### src/rtl/gray_pkg.sv
// Shared definitions for the Gray-conversion arbiter: default sizes, the
// binary-to-Gray helper and the round-robin search used by the arbiter.
package gray_pkg;

    localparam int DEFAULT_N_REQ = 4;
    localparam int DEFAULT_WIDTH = 4;
    localparam int MAX_REQ       = 32;

    function automatic logic [DEFAULT_WIDTH-1:0] bin2gray(input logic [DEFAULT_WIDTH-1:0] b);
        return b ^ (b >> 1);
    endfunction

    // Returns the first set index of valid[0 +: n] searching upward from ptr
    // with wrap, or -1 when nothing is set. Lower search offsets win.
    function automatic int rr_pick(input logic [MAX_REQ-1:0] valid, input int ptr, input int n);
        int idx;
        rr_pick = -1;
        idx     = 0;
        for (int k = MAX_REQ - 1; k >= 0; k--) begin
            if (k < n) begin
                idx = ptr + k;
                if (idx >= n) idx = idx - n;
                if (valid[idx[4:0]]) rr_pick = idx;
            end
        end
    endfunction

endpackage

### src/rtl/gray_encode.sv
// Combinational binary-to-Gray encoder; the single conversion resource
// shared by all requesters.
module gray_encode
    import gray_pkg::*;
#(
    parameter int WIDTH = DEFAULT_WIDTH
) (
    input  logic [WIDTH-1:0] bin,
    output logic [WIDTH-1:0] gray
);

    generate
        if (WIDTH == DEFAULT_WIDTH) begin : g_default
            assign gray = bin2gray(bin);
        end else begin : g_generic
            assign gray = bin ^ (bin >> 1);
        end
    endgenerate

endmodule

### src/rtl/gray_conv_arbiter.sv
// Round-robin arbiter in front of a shared Gray encoder with a one-deep
// registered response slot that can drain and refill in the same cycle.
module gray_conv_arbiter
    import gray_pkg::*;
#(
    parameter int N_REQ = DEFAULT_N_REQ,
    parameter int WIDTH = DEFAULT_WIDTH,
    parameter int ID_W  = $clog2(N_REQ)
) (
    input  logic                   clk,
    input  logic                   rst_n,
    input  logic [N_REQ-1:0]       req_valid,
    output logic [N_REQ-1:0]       req_ready,
    input  logic [N_REQ*WIDTH-1:0] req_bin,
    output logic                   rsp_valid,
    input  logic                   rsp_ready,
    output logic [WIDTH-1:0]       rsp_gray,
    output logic [WIDTH-1:0]       rsp_bin,
    output logic [ID_W-1:0]        rsp_id,
    output logic [15:0]            grant_cnt
);

    logic [ID_W-1:0]  rr_ptr;
    logic             slot_free;
    logic             grant;
    int               pick;
    logic [ID_W-1:0]  grant_id;
    logic [WIDTH-1:0] grant_bin;
    logic [WIDTH-1:0] grant_gray;

    assign slot_free = !rsp_valid || rsp_ready;

    // Gating with rst_n keeps req_ready low while the block is held in reset.
    always_comb begin
        pick      = rr_pick(MAX_REQ'(req_valid), int'(rr_ptr), N_REQ);
        grant     = rst_n && slot_free && (pick >= 0);
        grant_id  = grant ? pick[ID_W-1:0] : '0;
        req_ready = '0;
        if (grant) req_ready[grant_id] = 1'b1;
    end

    assign grant_bin = req_bin[int'(grant_id)*WIDTH +: WIDTH];

    gray_encode #(.WIDTH(WIDTH)) u_encode (
        .bin  (grant_bin),
        .gray (grant_gray)
    );

    always_ff @(posedge clk or negedge rst_n) begin
        if (!rst_n) begin
            rsp_valid <= 1'b0;
            rsp_gray  <= '0;
            rsp_bin   <= '0;
            rsp_id    <= '0;
            grant_cnt <= '0;
            rr_ptr    <= '0;
        end else if (grant) begin
            rsp_valid <= 1'b1;
            rsp_gray  <= grant_gray;
            rsp_bin   <= grant_bin;
            rsp_id    <= grant_id;
            rr_ptr    <= (grant_id == ID_W'(N_REQ - 1)) ? '0 : grant_id + 1'b1;
            grant_cnt <= grant_cnt + 16'd1;
        end else if (rsp_valid && rsp_ready) begin
            rsp_valid <= 1'b0;
        end
    end

endmodule
### config.mk
export PLATFORM = sky130hd
export DESIGN_NAME = gray_conv_arbiter
export DESIGN_NICKNAME = d
export VERILOG_FILES = /design/src/rtl/gray_pkg.sv /design/src/rtl/gray_encode.sv /design/src/rtl/gray_conv_arbiter.sv
export SDC_FILE = /design/constraint.sdc
export NUM_CORES = 1
export LEC_CHECK = 0
export ABC_AREA = 1
export CAP_MARGIN = 10
export CORE_MARGIN = 1
export CORE_UTILIZATION = 43
export CTS_BUF_LIST = sky130_fd_sc_hd__clkbuf_8 sky130_fd_sc_hd__clkbuf_16
export DETAILED_ROUTE_END_ITERATION = 7
export MAX_ROUTING_LAYER = met4
export PLACE_DENSITY_LB_ADDON = 0.3
export RECOVER_POWER = 100
export SYNTH_ARGS = -nofsm -noshare
export SYNTH_HDL_FRONTEND = slang
export SYNTH_SLANG_ARGS = --single-unit
### constraint.sdc
create_clock -name clk -period 3.1 [get_ports clk]
set_clock_uncertainty 0.15 [all_clocks]
set_input_delay 0.93 -clock clk [delete_from_list [all_inputs] [get_ports clk]]
set_output_delay 0.93 -clock clk [all_outputs]
set_load 0.03 [all_outputs]
## Word-level counts from Yosys, hierarchy flattened

Cells that the tools add are included.

- Register bits: 29
- Latch bits: 0
- RAM bits: 0
- Bits in read-only memories: 0
- Input port bits: 23
- Output and inout bits: 31
- Logic and storage cells: 59
- Memories: 0

- Add/sub/neg operators: 9
- Multipliers: 0
- Divide/modulo/power cells: 0
- Magnitude comparators: 11
- Equal/unequal tests: 1
- Shift-type cells: 1
- Multiplexer cells: 23
- Bitwise logic cells: 1
- Reductions and logical operators: 7

Operator list:

| operator | number |
|---|---|
| $mux 32 | 8 |
| $ge 32x1->1 const B | 1 |
| $lt 5x6->1 const B | 4 |
| $bmux 1 s5 | 4 |
| $add 16x1->16 const B | 1 |
| $shiftx 16x5->4 | 1 |
| $sub 3x3->4 const B | 3 |
| $ge 3x3->1 const B | 3 |
| $mux 1 | 7 |
| $add 2x2->3 const B | 2 |
| $logic_and 1x1->1 | 4 |
| $mux 2 | 2 |
| $mux 4 | 1 |
| $sub 2x3->4 const B | 1 |
| $xor 4x3->4 | 1 |
| $add 2x1->3 const B | 1 |
| $ge 2x3->1 const B | 1 |
| $lt 2x3->1 const B | 1 |
| $add 2x1->2 const B | 1 |
| $demux 1 s2 | 1 |
| $eq 2x2->1 const B | 1 |
| $ge 2x1->1 const B | 1 |
| $reduce_bool 2->1 | 1 |
| $logic_not 1->1 | 1 |
| $logic_or 1x1->1 | 1 |

## Longest topological paths before layout

- Word-level depth: 17
- Depth in mapped cells: 18
- Mapped depth without buffers: 17

## By module

Synthesis repeated with hierarchy kept, for this count alone.

- Cells, all modules: 259
- Area total of the unflattened synthesis: 1990.7 um2

Modules (own cells, without submodules):

| module | times used | cells each | area each (um2) | sequential area each (um2) |
|---|---|---|---|---|
| gray_conv_arbiter | 1 | 245 | 1934.4 | 725.7 |
| gray_encode | 1 | 14 | 56.3 | 0.0 |

## Worst setup path after synthesis

No wires, ideal clock.

- Kind: in2out
- From: input req_valid[1]
- To: output req_ready[2]
- Arrival: 2.501 ns
- Required time: 2.020 ns
- Slack: -0.481 ns
- Stages: 12
- Path buffers: 0
- Path through: inv_1 nand2_1 nand3_1 nand3_1 nor2_4 nor2_1 nor2_4 nand3_4 inv_4 ha_1 inv_1 nor2_1

- Word-level cells in the longest chain between the ends: 14
- Elaborated cells between the ends (all ways): 21
- Classes of those cells: order compare (3); mux (16); reduce/logical (2)

Ends and longest elaborated chain:

| item | RTL line | RTL |
|---|---|---|
| start: declaration | gray_conv_arbiter.sv:12 | `input logic [N_REQ-1:0] req_valid,` |
| $bmux 1 s5 | gray_pkg.sv:23 | `if (valid[idx[4:0]]) rr_pick = idx;` |
| $mux 1 (implied by the code) | gray_pkg.sv:23 |  |
| $mux 32 (3 in a row) | gray_pkg.sv:23 |  |
| $mux 32 * | gray_pkg.sv:23 |  |
| $ge 32x1->1 | gray_conv_arbiter.sv:36 | `grant = rst_n && slot_free && (pick >= 0);` |
| $logic_and 1x1->1 | gray_conv_arbiter.sv:36 |  |
| $mux 2 * | gray_conv_arbiter.sv:37 | `grant_id = grant ? pick[ID_W-1:0] : '0;` |
| named net grant_id[1] | gray_conv_arbiter.sv:27 | `logic [ID_W-1:0] grant_id;` |
| $lt 2x3->1 (implied by the code) or $ge 2x1->1 (tied branches) | gray_conv_arbiter.sv:39 | `if (grant) req_ready[grant_id] = 1'b1;` |
| $logic_and 1x1->1 (implied by the code) | gray_conv_arbiter.sv:39 |  |
| $mux 1 (implied by the code) | gray_conv_arbiter.sv:39 |  |
| $demux 1 s2 * | gray_conv_arbiter.sv:39 |  |
| $mux 4 * | gray_conv_arbiter.sv:39 |  |
| end: declaration | gray_conv_arbiter.sv:13 | `output logic [N_REQ-1:0] req_ready,` |

The timed path passes the listed nets; every way through them passes the cells marked *. The select of a mux whose other input is x is not followed.

## Final worst setup path

- From: input req_valid[0]
- To: output req_ready[3]

Same word-level chain as after synthesis.

==> flow_summary.yaml <==
place:
  portBuffers: 53
  place_hpwl_um: 3743
  globalplace.congestion: 0.8563
  pre_cts_ws_ns: -0.9067
sta:
  grt_setup_unrepaired: "yes"
  min_period_over_period_pct: 113.5
  fin_crit_ns: 3.520
  fmax_mhz: 284.1
  setup_viol: 4
  setup_slack_ns: -0.4196
  tightest_slew_ns: 1.452
  slew_viol_final: 0
  max_slew_margin_pct: 3.195
  hold_violations: 0
logic_synthesis:
  synth_fp_nets: 298
  synth_ff_type: "dfrtp_1"
  yosysWarnings: 0
  seq_area_frac_synth_pct: 36.13
  synth_edf_count: 0
  synth_cell_types: 28
  synthArstFlopShare_pct: 100.0
  avgSynthCellArea_sq_um: 7.318
  ys_ff_latch: 28
  netlist_instances: 265
  synth_area_sq_um: 1939
critical_path:
  critPathSlowestCell: "nor2_4"
  crit_family: "simple AND/OR/NAND/NOR gates"
  crit_path_max_incr_delay_ns: 0.18
  endpoint_kind: "primary output"
  cp_data_arrival_time_ns: 2.44
  r2r_setup_slack_ns: 0.27
  crit_buf_inv: 6
  critPathLaunchType: "primary input"
  criticalPathCategory: "primary input to primary output"
  crit_top_cell: "nor2_4"
  rr_startpoint: "rr_ptr[1]$_DFFE_PN0P_"
  rr_worst_depth: 21
  critPathMaxFanout: 5
  crit_path_cell_trace: "buf_6 > buf_6 > inv_12 > nand2_8 > nand3_4 > nand3_4 > nor2_4 > nor2_4 > nor2_4 > nand3_4 > clkinv_4 > ha_4 > inv_2 > nor2_4 > buf_6"
  cp.required_ns: 2.02
  reg2reg_to: "rsp_gray[2]$_DFFE_PN0P_"
clock_tree:
  max-clock-path-buffers: 2
  clkSinkCount: 28
  htree_levels: 1
  cts_tree: "built"
  numCtsBuffers: 3
  insertion_delay_ns: 0.28
  cts_hold_buf: 0
  path_clk_slew_ns: 0.09
  ctsRootBufferMaster: "clkbuf_8"
hold_path:
  hp-class: "flip-flop to flip-flop"
  hold_depth: 1
  holdCritStartpoint: "grant_cnt[12]$_DFFE_PN0P_"
  hold_end: "grant_cnt[12]$_DFFE_PN0P_"
finish:
  fillCellCount: 328
  final_cell_mix: "nand2_1 (83), clkdlybuf4s50_1 (44), buf_4 (37), dfrtp_1 (27), inv_1 (23)"
  layout_commonest_cell: "nand2_1"
  drive_above_1_share_pct: 30.64
  nNetsFinal: 393
  area_growth_pct: 63.48
  diodes: 0
run_status:
  violations: "negative setup slack"
  status: "finished, violations left"
die:
  ioPinCount: 54
  dieArea_sq_um: 4782
  start_util_pct: 44.54
  rows: 24
  die_y_um: 69.16
  die_w_um: 69.16
  fp.coreArea_sq_um: 4354
power_and_ir_drop:
  p_per_area_nw_per_um2: 1078
  netSwitchingPower_w: 0.001640
  leakagePower_nw: 1.513
  p_comb_share_pct: 74.5
  fin_total_pwr_w: 0.003418
  netSwitchingFraction_pct: 47.98
  power_frac_seq_pct: 17.0
  p_int_w: 0.001778
  vdd_ir_drop_max_v: 0.0006737
  power_frac_clock_pct: 8.5
routing:
  route.vias.total: 2036
  route.detailed.drc: 0
  wirelength_um: 5285
  dr.pass1.iters: 4
  viasPerCell: 4.954
  drtIter0Drc: 92
  wl_per_cell_um: 12.86
  antenna_left: 0
grt:
  grt_antenna_before_repair: 0
  grt_pass1_vias: 1904
  gr-total-overflow: 0
  grt_max_degree: 29
  grt_use_total_pct: 23.34
  grt_pass1_wl_um: 8859
flow_run:
  drv_cap: 0
cell usage after synthesis (2+ instances only):
cell type  count  area [sq um]
nor2_4         3         33.78
a21oi_1        2         10.01
o21ai_1        3         15.01
nor4_1         2         12.51
buf_6          2         22.52
nand2_2        4         25.02
nor2_1        18         67.56
xor2_1         8         70.07
nand2_1       92         345.3
xnor2_1        7         61.31
nor2_2         2         12.51
nor3_1         3         15.01
inv_1         32         120.1
nand3_4        2         35.03
ha_1          10         125.1
nand4_1        5         31.28
clkbuf_1       2         7.510
dfrtp_1       28         700.7
nand3_1       27         135.1
o21ai_0        5         25.02
power by group through the flow:
stage               Combinational, W  Sequential [W]  Clock, W
floorplan                    0.00115        0.000798         0
global placement             0.00212        0.000587         0
detailed placement           0.00216        0.000584         0
CTS                          0.00242        0.000583  0.000290
global route                 0.00276        0.000598  0.000311
finish                       0.00254        0.000582  0.000291
metal layers:
layer	GRT usage (%)	wire length, um	vias to the layer above
met1	29.99	2371	946
li1	-	-	1013
met2	38.08	2536	61
met4	5.896	144	0
met3	4.240	233	16
met5	-	0	-
registers in the layout, indices dropped and copies added (netlist names):
register / flops
rsp_id: 2
rsp_bin: 3
rsp_gray: 4
grant_cnt: 16
rsp_valid: 1
rr_ptr: 2
worst register-to-register path, cell delays in order, from the launching register on:
cell     delay [ns]
dfrtp_1        0.41
buf_4          0.17
ha_2           0.17
nor2_2         0.14
nand3_4        0.11
nand2_4        0.10
inv_1          0.05
nand3_1        0.06
nand2_1        0.06
nand2_2        0.10
nand2_1        0.09
nor2_4         0.18
buf_4          0.14
buf_4          0.09
buf_4          0.10
buf_4          0.17
nand2_1        0.07
nand3_1        0.11
nand2_2        0.08
nor2_1         0.12
nand2_1        0.06
nand3_1        0.07
kinds of logic after synthesis:
family | synth area share (%)
adders and majority gates | 6.452
xor gates and xnor gates | 6.774
and+or+nand+nor | 37.81
AOI/OAI and AO/OA | 3.935
DFF | 36.13
buffers and inverters | 8.903
cell type report:
type / count / area [sq um] / area share, %
repair buffers: 96 / 875.8 / 27.62
well taps: 52 / 65.06 / 2.052
clock inverters: 1 / 30.03 / 0.9471
flip-flops and latches: 28 / 701.9 / 22.14
inverters: 34 / 150.1 / 4.736
multi-input cells: 197 / 1306 / 41.20
clock buffers: 3 / 41.29 / 1.302
what timing repair did:
item	4_1_cts	5_1_grt
pin swaps	25	15
setup endpoints to repair	13	5
resized for setup	49	7
buffers inserted	6	4
gates cloned	0	0
worst max-delay path by stage:
stage	startpoint	end	slack, ns	cells past startpoint
global placement	req_valid[0]	req_ready[3]	-0.83	16
CTS	req_valid[0]	req_ready[3]	-0.39	15
detailed placement	req_valid[0]	req_ready[3]	-0.91	16
floorplan	req_valid[0]	req_ready[2]	-0.22	12
finish	req_valid[0]	req_ready[3]	-0.42	15
global route	req_valid[1]	req_ready[3]	-0.51	15
stage by stage:
step	std cells	TNS, ns	hold slack, ns	area (sq um)	util, %
global placement	397	-7.432	0.3234	2884	66.24
floorplan	265	-0.7845	0.4844	2082	-
detailed placement	397	-9.165	0.3313	2884	66.24
CTS	407	-1.448	0.3547	3115	71.55
global route	411	-2.027	0.3754	3171	72.82
finish	411	-1.572	0.3565	3171	72.82
No activity file was read; power rests on OpenSTA's default activity.
